$ cat src/rtl/cpu_defs.sv
// Shared definitions for the memory-port arbiter: FSM state and grant encodings.
package cpu_defs;

  typedef enum logic [1:0] {
    IDLE = 2'd0,
    ADDR = 2'd1,
    DATA = 2'd2,
    RESP = 2'd3
  } state_t;

  localparam logic GNT_INST = 1'b0;
  localparam logic GNT_DATA = 1'b1;

endpackage

$ cat src/rtl/mem_port_arbiter.sv
// Arbitrates CPU fetch and data requests onto one SRAM-like port, one transaction at a time.
//
// state | meaning
// IDLE  | arbitrate, data has fixed priority; latch the granted request
// ADDR  | mem_req held high with latched fields until mem_addr_ok
// DATA  | wait for mem_data_ok, capture read data for the granted side
// RESP  | one-cycle ready pulse to the granted side (unless fetch was flushed)
module mem_port_arbiter
  import cpu_defs::*;
#(
  parameter int ADDR_W = 32,
  parameter int DATA_W = 32
) (
  input  logic              clk,
  input  logic              rst,
  input  logic              inst_req,
  input  logic [ADDR_W-1:0] inst_addr,
  output logic [DATA_W-1:0] inst_rdata,
  output logic              inst_ready,
  input  logic              data_req,
  input  logic              data_wr,
  input  logic [3:0]        data_wstrb,
  input  logic [ADDR_W-1:0] data_addr,
  input  logic [DATA_W-1:0] data_wdata,
  output logic [DATA_W-1:0] data_rdata,
  output logic              data_ready,
  input  logic              flush,
  output logic              mem_req,
  output logic              mem_wr,
  output logic [3:0]        mem_wstrb,
  output logic [ADDR_W-1:0] mem_addr,
  output logic [DATA_W-1:0] mem_wdata,
  input  logic              mem_addr_ok,
  input  logic              mem_data_ok,
  input  logic [DATA_W-1:0] mem_rdata,
  output logic              cpu_stall
);

  state_t state;
  logic   gnt;
  logic   discard;

  assign cpu_stall = (inst_req & ~inst_ready) | (data_req & ~data_ready);

  always_ff @(posedge clk) begin
    if (rst) begin
      state      <= IDLE;
      gnt        <= GNT_INST;
      discard    <= 1'b0;
      mem_req    <= 1'b0;
      mem_wr     <= 1'b0;
      mem_wstrb  <= 4'b0;
      mem_addr   <= '0;
      mem_wdata  <= '0;
      inst_ready <= 1'b0;
      data_ready <= 1'b0;
      inst_rdata <= '0;
      data_rdata <= '0;
    end else begin
      inst_ready <= 1'b0;
      data_ready <= 1'b0;
      unique case (state)
        IDLE: begin
          discard <= 1'b0;
          if (data_req) begin
            gnt       <= GNT_DATA;
            mem_addr  <= data_addr;
            mem_wr    <= data_wr;
            mem_wstrb <= data_wstrb;
            mem_wdata <= data_wdata;
            mem_req   <= 1'b1;
            state     <= ADDR;
          end else if (inst_req) begin
            gnt       <= GNT_INST;
            mem_addr  <= inst_addr;
            mem_wr    <= 1'b0;
            mem_wstrb <= 4'b0;
            mem_wdata <= '0;
            mem_req   <= 1'b1;
            state     <= ADDR;
          end
        end
        ADDR: begin
          if (mem_addr_ok) begin
            mem_req <= 1'b0;
            state   <= DATA;
          end
        end
        DATA: begin
          if (mem_data_ok) begin
            state <= RESP;
            if (gnt == GNT_DATA) begin
              data_rdata <= mem_rdata;
              data_ready <= 1'b1;
            // a flush arriving together with data_ok must already discard
            end else if (!(discard || flush)) begin
              inst_rdata <= mem_rdata;
              inst_ready <= 1'b1;
            end
          end
        end
        RESP: state <= IDLE;
      endcase
      if (state != IDLE && gnt == GNT_INST && flush)
        discard <= 1'b1;
    end
  end

endmodule

$ cat config.mk
export PLATFORM = sky130hd
export DESIGN_NAME = mem_port_arbiter
export DESIGN_NICKNAME = d
export VERILOG_FILES = /design/src/rtl/cpu_defs.sv /design/src/rtl/mem_port_arbiter.sv
export SDC_FILE = /design/constraint.sdc
export NUM_CORES = 1
export LEC_CHECK = 0
export CAP_MARGIN = 20
export CORE_ASPECT_RATIO = 0.5
export CORE_MARGIN = 2
export CORE_UTILIZATION = 55
export CTS_CLUSTER_DIAMETER = 50
export CTS_CLUSTER_SIZE = 40
export DETAILED_ROUTE_END_ITERATION = 8
export DONT_BUFFER_PORTS = 1
export GPL_TIMING_DRIVEN = 0
export PLACE_DENSITY_LB_ADDON = 0.1
export SLEW_MARGIN = 20
export SYNTH_ARGS = -nofsm -noshare
export SYNTH_HDL_FRONTEND = slang
export SYNTH_SLANG_ARGS = --single-unit
export TNS_END_PERCENT = 5
$ cat constraint.sdc
create_clock -name clk -period 5 [get_ports clk]
set_clock_uncertainty 0.1 [all_clocks]
set_input_delay 0 -clock clk [delete_from_list [all_inputs] [get_ports clk]]
set_output_delay 0 -clock clk [all_outputs]
set_load 0.01 [all_outputs]
==> results of run 1 <==
synthesized netlist by cell type, drive strengths merged, types with 2 or more instances:
cell type and number:
clkbuf 25, inv 7, nand2 104, nor4 2, o21ai 2, nand2b 66, a21oi 72, ha 4
nand3 38, nor2 33, buf 27, a211oi 33, mux2i 65, nor2b 2, dfxtp 140
per-stage QoR:
step / util (%) / std cells / hold slack, ps / setup WS, ps / instance area (um^2)
floorplan: - / 627 / 35.98 / 3426 / 5624
global placement: 57.51 / 767 / 38.58 / 3194 / 5799
detailed placement: 57.51 / 767 / 43.47 / 3155 / 5799
logic make-up after synthesis:
family                   count (synthesis)  share of synthesized area (%)
flip-flops                             140                          49.83
adder cells (fa/ha/maj)                  4                         0.8899
AND/OR/NAND/NOR                        248                          20.96
AO/OA/AOI/OAI                          111                          11.52
multiplexers                            65                          11.57
buffers and inverters                   59                          5.228
==> summary.md, run 1 <==
| Metric | Value |
|---|---|
| Post-synthesis sequential area ratio | `49.83%` |
| I/O pin count | `277` |
| Row Count | `26` |
| Post-synth top flop | `dfxtp_1` |
| Initial core utilization | `55.77%` |
| Syn_nets | `771` |
| Die X | `147.0 um` |
| YS warnings | `0` |
| # resized after CTS | `0` |
| Final HPWL DP | `10.55 mm` |
| Synth area leader | `dfxtp_1` |
| Post-CTS Setup Inserts | `0` |
| Failed at | `clock tree synthesis` |
| Synth Register Bits | `140` |
| Status | `aborted with a tool error` |
| Avg Inst Size Synth | `8.970 um^2` |
| Clk Tree Root Cell | `clkbuf_16` |
| Die height | `75.51 um` |
| Synthesized area | `5624 um^2` |
| Ranking of synthesized cells by area | `dfxtp_1 50%, mux2i_1 12%, nand2b_1 7.3%` |
| Post-Syn Instances | `627` |
| Log Error | `[ERROR RSZ-0060] Max buffer count reached.` |
| Hold Buf Count CTS | `161` |
| Clock Tree Buf Depth | `2` |
| Htree depth | `4` |
| Async S/R FF share, synth | `0%` |
| Number of port buffers | `0` |
| Number of synthesized flops with an enable pin | `0` |
| Share of the synthesized area in the top cell type | `49.83%` |
| Clk sink count | `140` |
| GP Congestion | `0.7708` |
| CTS buffer count | `17` |
| Unique cell type count in the Yosys netlist | `27` |
==> inputs of run 2 (changes only) <==
- CORE_ASPECT_RATIO: 0.5 -> unset
- CORE_UTILIZATION: 55 -> 40
- CTS_CLUSTER_DIAMETER: 50 -> unset
- CTS_CLUSTER_SIZE: 40 -> unset
- PLACE_DENSITY_LB_ADDON: 0.1 -> 0.15
==> run 2 against run 1 <==
Against the previous run: the flow now finishes without violations; synthesized area stayed put; synthesized cell count stayed put.
==> summary.md, run 2 <==
| Metric | Value |
|---|---|
| Clock Tree Buf Depth | `2 (unchanged)` |
| Slew headroom | `59.67%` |
| Drt via density | `5.197` |
| Worst hold path type | `in -> reg` |
| Clk sink count | `140 (unchanged)` |
| Initial core utilization | `40.68% (was 55.77%)` |
| CP cell instances | `inv_1, ha_1, nand2_2, nor4_4, dlygate4sd3_1, buf_6, mux2i_1, dlygate4sd3_1` |
| Avg Inst Size Synth | `8.970 um^2 (unchanged)` |
| Leak Pwr | `3.077 nW` |
| WHS | `9.368 ps` |
| Slew @ Worst Pin | `605.0 ps` |
| Synth Area in Adders | `0.8899% (unchanged)` |
| Crit Path Max Fanout | `10` |
| Htree depth | `4 (unchanged)` |
| Diodes inserted | `0` |
| DRT iter0 DRCs | `189` |
| Critical path type | `reg -> reg` |
| Worst setup EP type | `flop` |
| Worst Path Buf+Inv | `4` |
| YS warnings | `0 (unchanged)` |
| Post-synth top flop | `dfxtp_1 (unchanged)` |
| Final WL | `18.50 mm` |
| TritonCTS clock tree | `done` |
| GRT Util Overall | `23.84%` |
| Synthesized area | `5624 um^2 (unchanged)` |
| CP Launch Type | `flop` |
| CP Data Arrival Time | `3080 ps` |
| Die X | `122.6 um (was 147.0 um)` |
| Initial antenna violation count | `0` |
| Number of port buffers | `0 (unchanged)` |
| Most frequent cells in the layout | `163 x dlygate4sd3_1, 140 x dfxtp_1, 103 x nand2_1, 72 x a21oi_1, 66 x nand2b_1` |
| Share of the synthesized area in the top cell type | `49.83% (unchanged)` |
| Most common cell in the netlist | `dfxtp_1 (unchanged)` |
| Syn_nets | `771 (unchanged)` |
| Core area | `13830 um^2` |
| Multi-input logic area | `2527 um^2` |
| # resized after CTS | `0 (unchanged)` |
| GP Congestion | `0.7927 (was 0.7708)` |
| CTS buffer count | `17 (unchanged)` |
| Unique cell type count in the Yosys netlist | `27 (unchanged)` |
| Layout net count | `953` |
| Tmin final | `2834 ps` |
| Post-synthesis mux area share | `11.57% (unchanged)` |
| Reg area | `2803 um^2` |
| Max frequency | `352.9 MHz` |
| First-pass GRT wire length | `27.45 mm` |
| Layout cells sized above 1 | `6.838%` |
| Unrepaired setup endpoints after global routing | `no` |
| Hold Vio Cnt, Final | `0` |
| Clk pwr share | `34.1%` |
| Worst R2R Setup Slack | `2170 ps` |
| Row Count | `43 (was 26)` |
| Post-CTS Setup Inserts | `0 (unchanged)` |
| Ranking of synthesized cells by area | `dfxtp_1 50%, mux2i_1 12%, nand2b_1 7.3% (unchanged)` |
| DRC | `0` |
| Area growth syn-to-layout | `43.49%` |
| Compound-Gate Fraction of Synth Area | `11.52% (unchanged)` |
| Switch Pwr | `1.198 mW` |
| Slowest stage delay, CP | `810 ps` |
| Total grt overflow | `0` |
| Place WS | `3094 ps (was 3155 ps)` |
| Number of synthesized flops with an enable pin | `0 (unchanged)` |
| Synth Area in XOR/XNOR | `0% (unchanged)` |
| Die height | `122.6 um (was 75.51 um)` |
| Internal | `2.518 mW` |
| Post-Syn Instances | `627 (unchanged)` |
| Switching Fraction | `32.24%` |
| Clock-pin transition on the worst setup and hold timing paths | `60 ps` |
| Slew Viols, Final | `0` |
| Crit path max-delay family | `buffers and inverters` |
| Worst VDD drop | `0.2546 mV` |
| Synth Register Bits | `140 (unchanged)` |
| Simple-gate share of the synthesized area | `20.96% (unchanged)` |
| Die ar. | `15020 um^2` |
| Comb pwr share | `25.0%` |
| Async S/R FF share, synth | `0% (unchanged)` |
| Worst setup margin | `2166 ps` |
| Fillers | `1213` |
| Max-cap violations | `0` |
| Flop pwr share | `40.9%` |
| Crit path top cell by count | `dlygate4sd3_1` |
| Post-route setup TNS | `0 ps` |
| Hold Buf Count CTS | `163 (was 161)` |
| Worst EP required | `5250 ps` |
| Clk Tree Root Cell | `clkbuf_16 (unchanged)` |
| I/O pin count | `277 (unchanged)` |
| Commonest non-fill, non-tap cell in the layout | `dlygate4sd3_1` |
| Post-synthesis sequential area ratio | `49.83% (unchanged)` |
| Largest family of logic cells by synthesized area | `simple AND/OR/NAND/NOR gates (unchanged)` |
| DRT antenna net count | `0` |
| Largest net degree at the start of global routing | `17` |
| Vias post-DR | `5192` |
| Synth area leader | `dfxtp_1 (unchanged)` |
| Tcrit/Tclk final | `56.68%` |
| Pwr dens | `460.4 nW/um^2` |
| Status | `completed (was aborted with a tool error)` |
| Final setup violation count | `0` |
| Wire per inst | `18.52 um` |
| Vias in the first global route | `5454` |
| First-pass DRT Iterations | `5` |
| Final HPWL DP | `11.82 mm (was 10.55 mm)` |
| Clock latency on the worst-skew pair | `400 ps` |
| Most common library cells after synthesis | `140 x dfxtp_1, 103 x nand2_1, 72 x a21oi_1 (unchanged)` |
| Slowest stage cell, crit path | `dlygate4sd3_1` |
[run 2: cell counts after synthesis]
No cell type changed its count.
[run 2: cell type report]
type                            instances  share of cell area [%]
Tap cell                              180                   2.791
Buffer                                 52                   3.318
Clock buffer                           22                   5.876
Timing Repair Buffer                  163                   20.22
Inverter                                7                  0.3256
Multi-Input combinational cell        428                   31.32
Clock inverter                          7                   1.426
Sequential cell                       140                   34.73
[run 2: cells by family (layout without fill, tap and decap cells)]
logic type,Yosys count,count (layout)
adders and majority gates,4,4
and+or+nand+nor,248,248
DFF,140,140
muxes,65,65
buffers and inverters,59,251
AOI/OAI and AO/OA,111,111
[run 2: stage by stage]
step / total power [mW] / cell area (um^2) / utilization, % / std cells
3_5_place_dp: 2.311 / 5849 / 42.30 / 807
5_1_grt: 3.909 / 8070 / 58.37 / 999
2_1_floorplan: 2.093 / 5624 / - / 627
4_1_cts: 3.719 / 8070 / 58.37 / 999
3_3_place_gp: 2.276 / 5849 / 42.30 / 807
6_report: 3.716 / 8070 / 58.37 / 999
[run 2: path summary, 6_finish.rpt]
check | depth (start not counted) | endpoint | start
setup / recovery | 8 | inst_rdata[5] | state[0]
hold / removal | 3 | inst_rdata[1] | rst
setup reg to reg | 8 | inst_rdata[5] | state[0]
hold reg to reg | 2 | state[1] | state[1]
[run 2: per-layer routing]
metal	part of all wire (%)	routed length, um	vias to the layer above	track usage (%)
met5	0	0	-	0
met2	50	9259	238	42.71
met1	38	6953	2433	24.63
met3	9.4	1745	41	8.829
met4	2.9	543	0	10.99
li1	-	-	2480	-
[run 2: power by group through the flow]
stage | logic (mW) | registers [mW] | clock network [mW]
2_1_floorplan | 0.603 | 1.49 | 0
3_3_place_gp | 0.740 | 1.54 | 0
3_5_place_dp | 0.770 | 1.54 | 0
4_1_cts | 0.914 | 1.52 | 1.29
5_1_grt | 1.03 | 1.54 | 1.34
6_report | 0.930 | 1.52 | 1.27
[run 2: worst register-to-register path: cells and delay by family (launching register included)]
kind,cells,cell delay (ps)
fa+ha+maj,1,260
simple gates,2,210
flops,1,310
mux,1,200
buf+inv,4,1720
No activity file was read; power rests on OpenSTA's default activity.
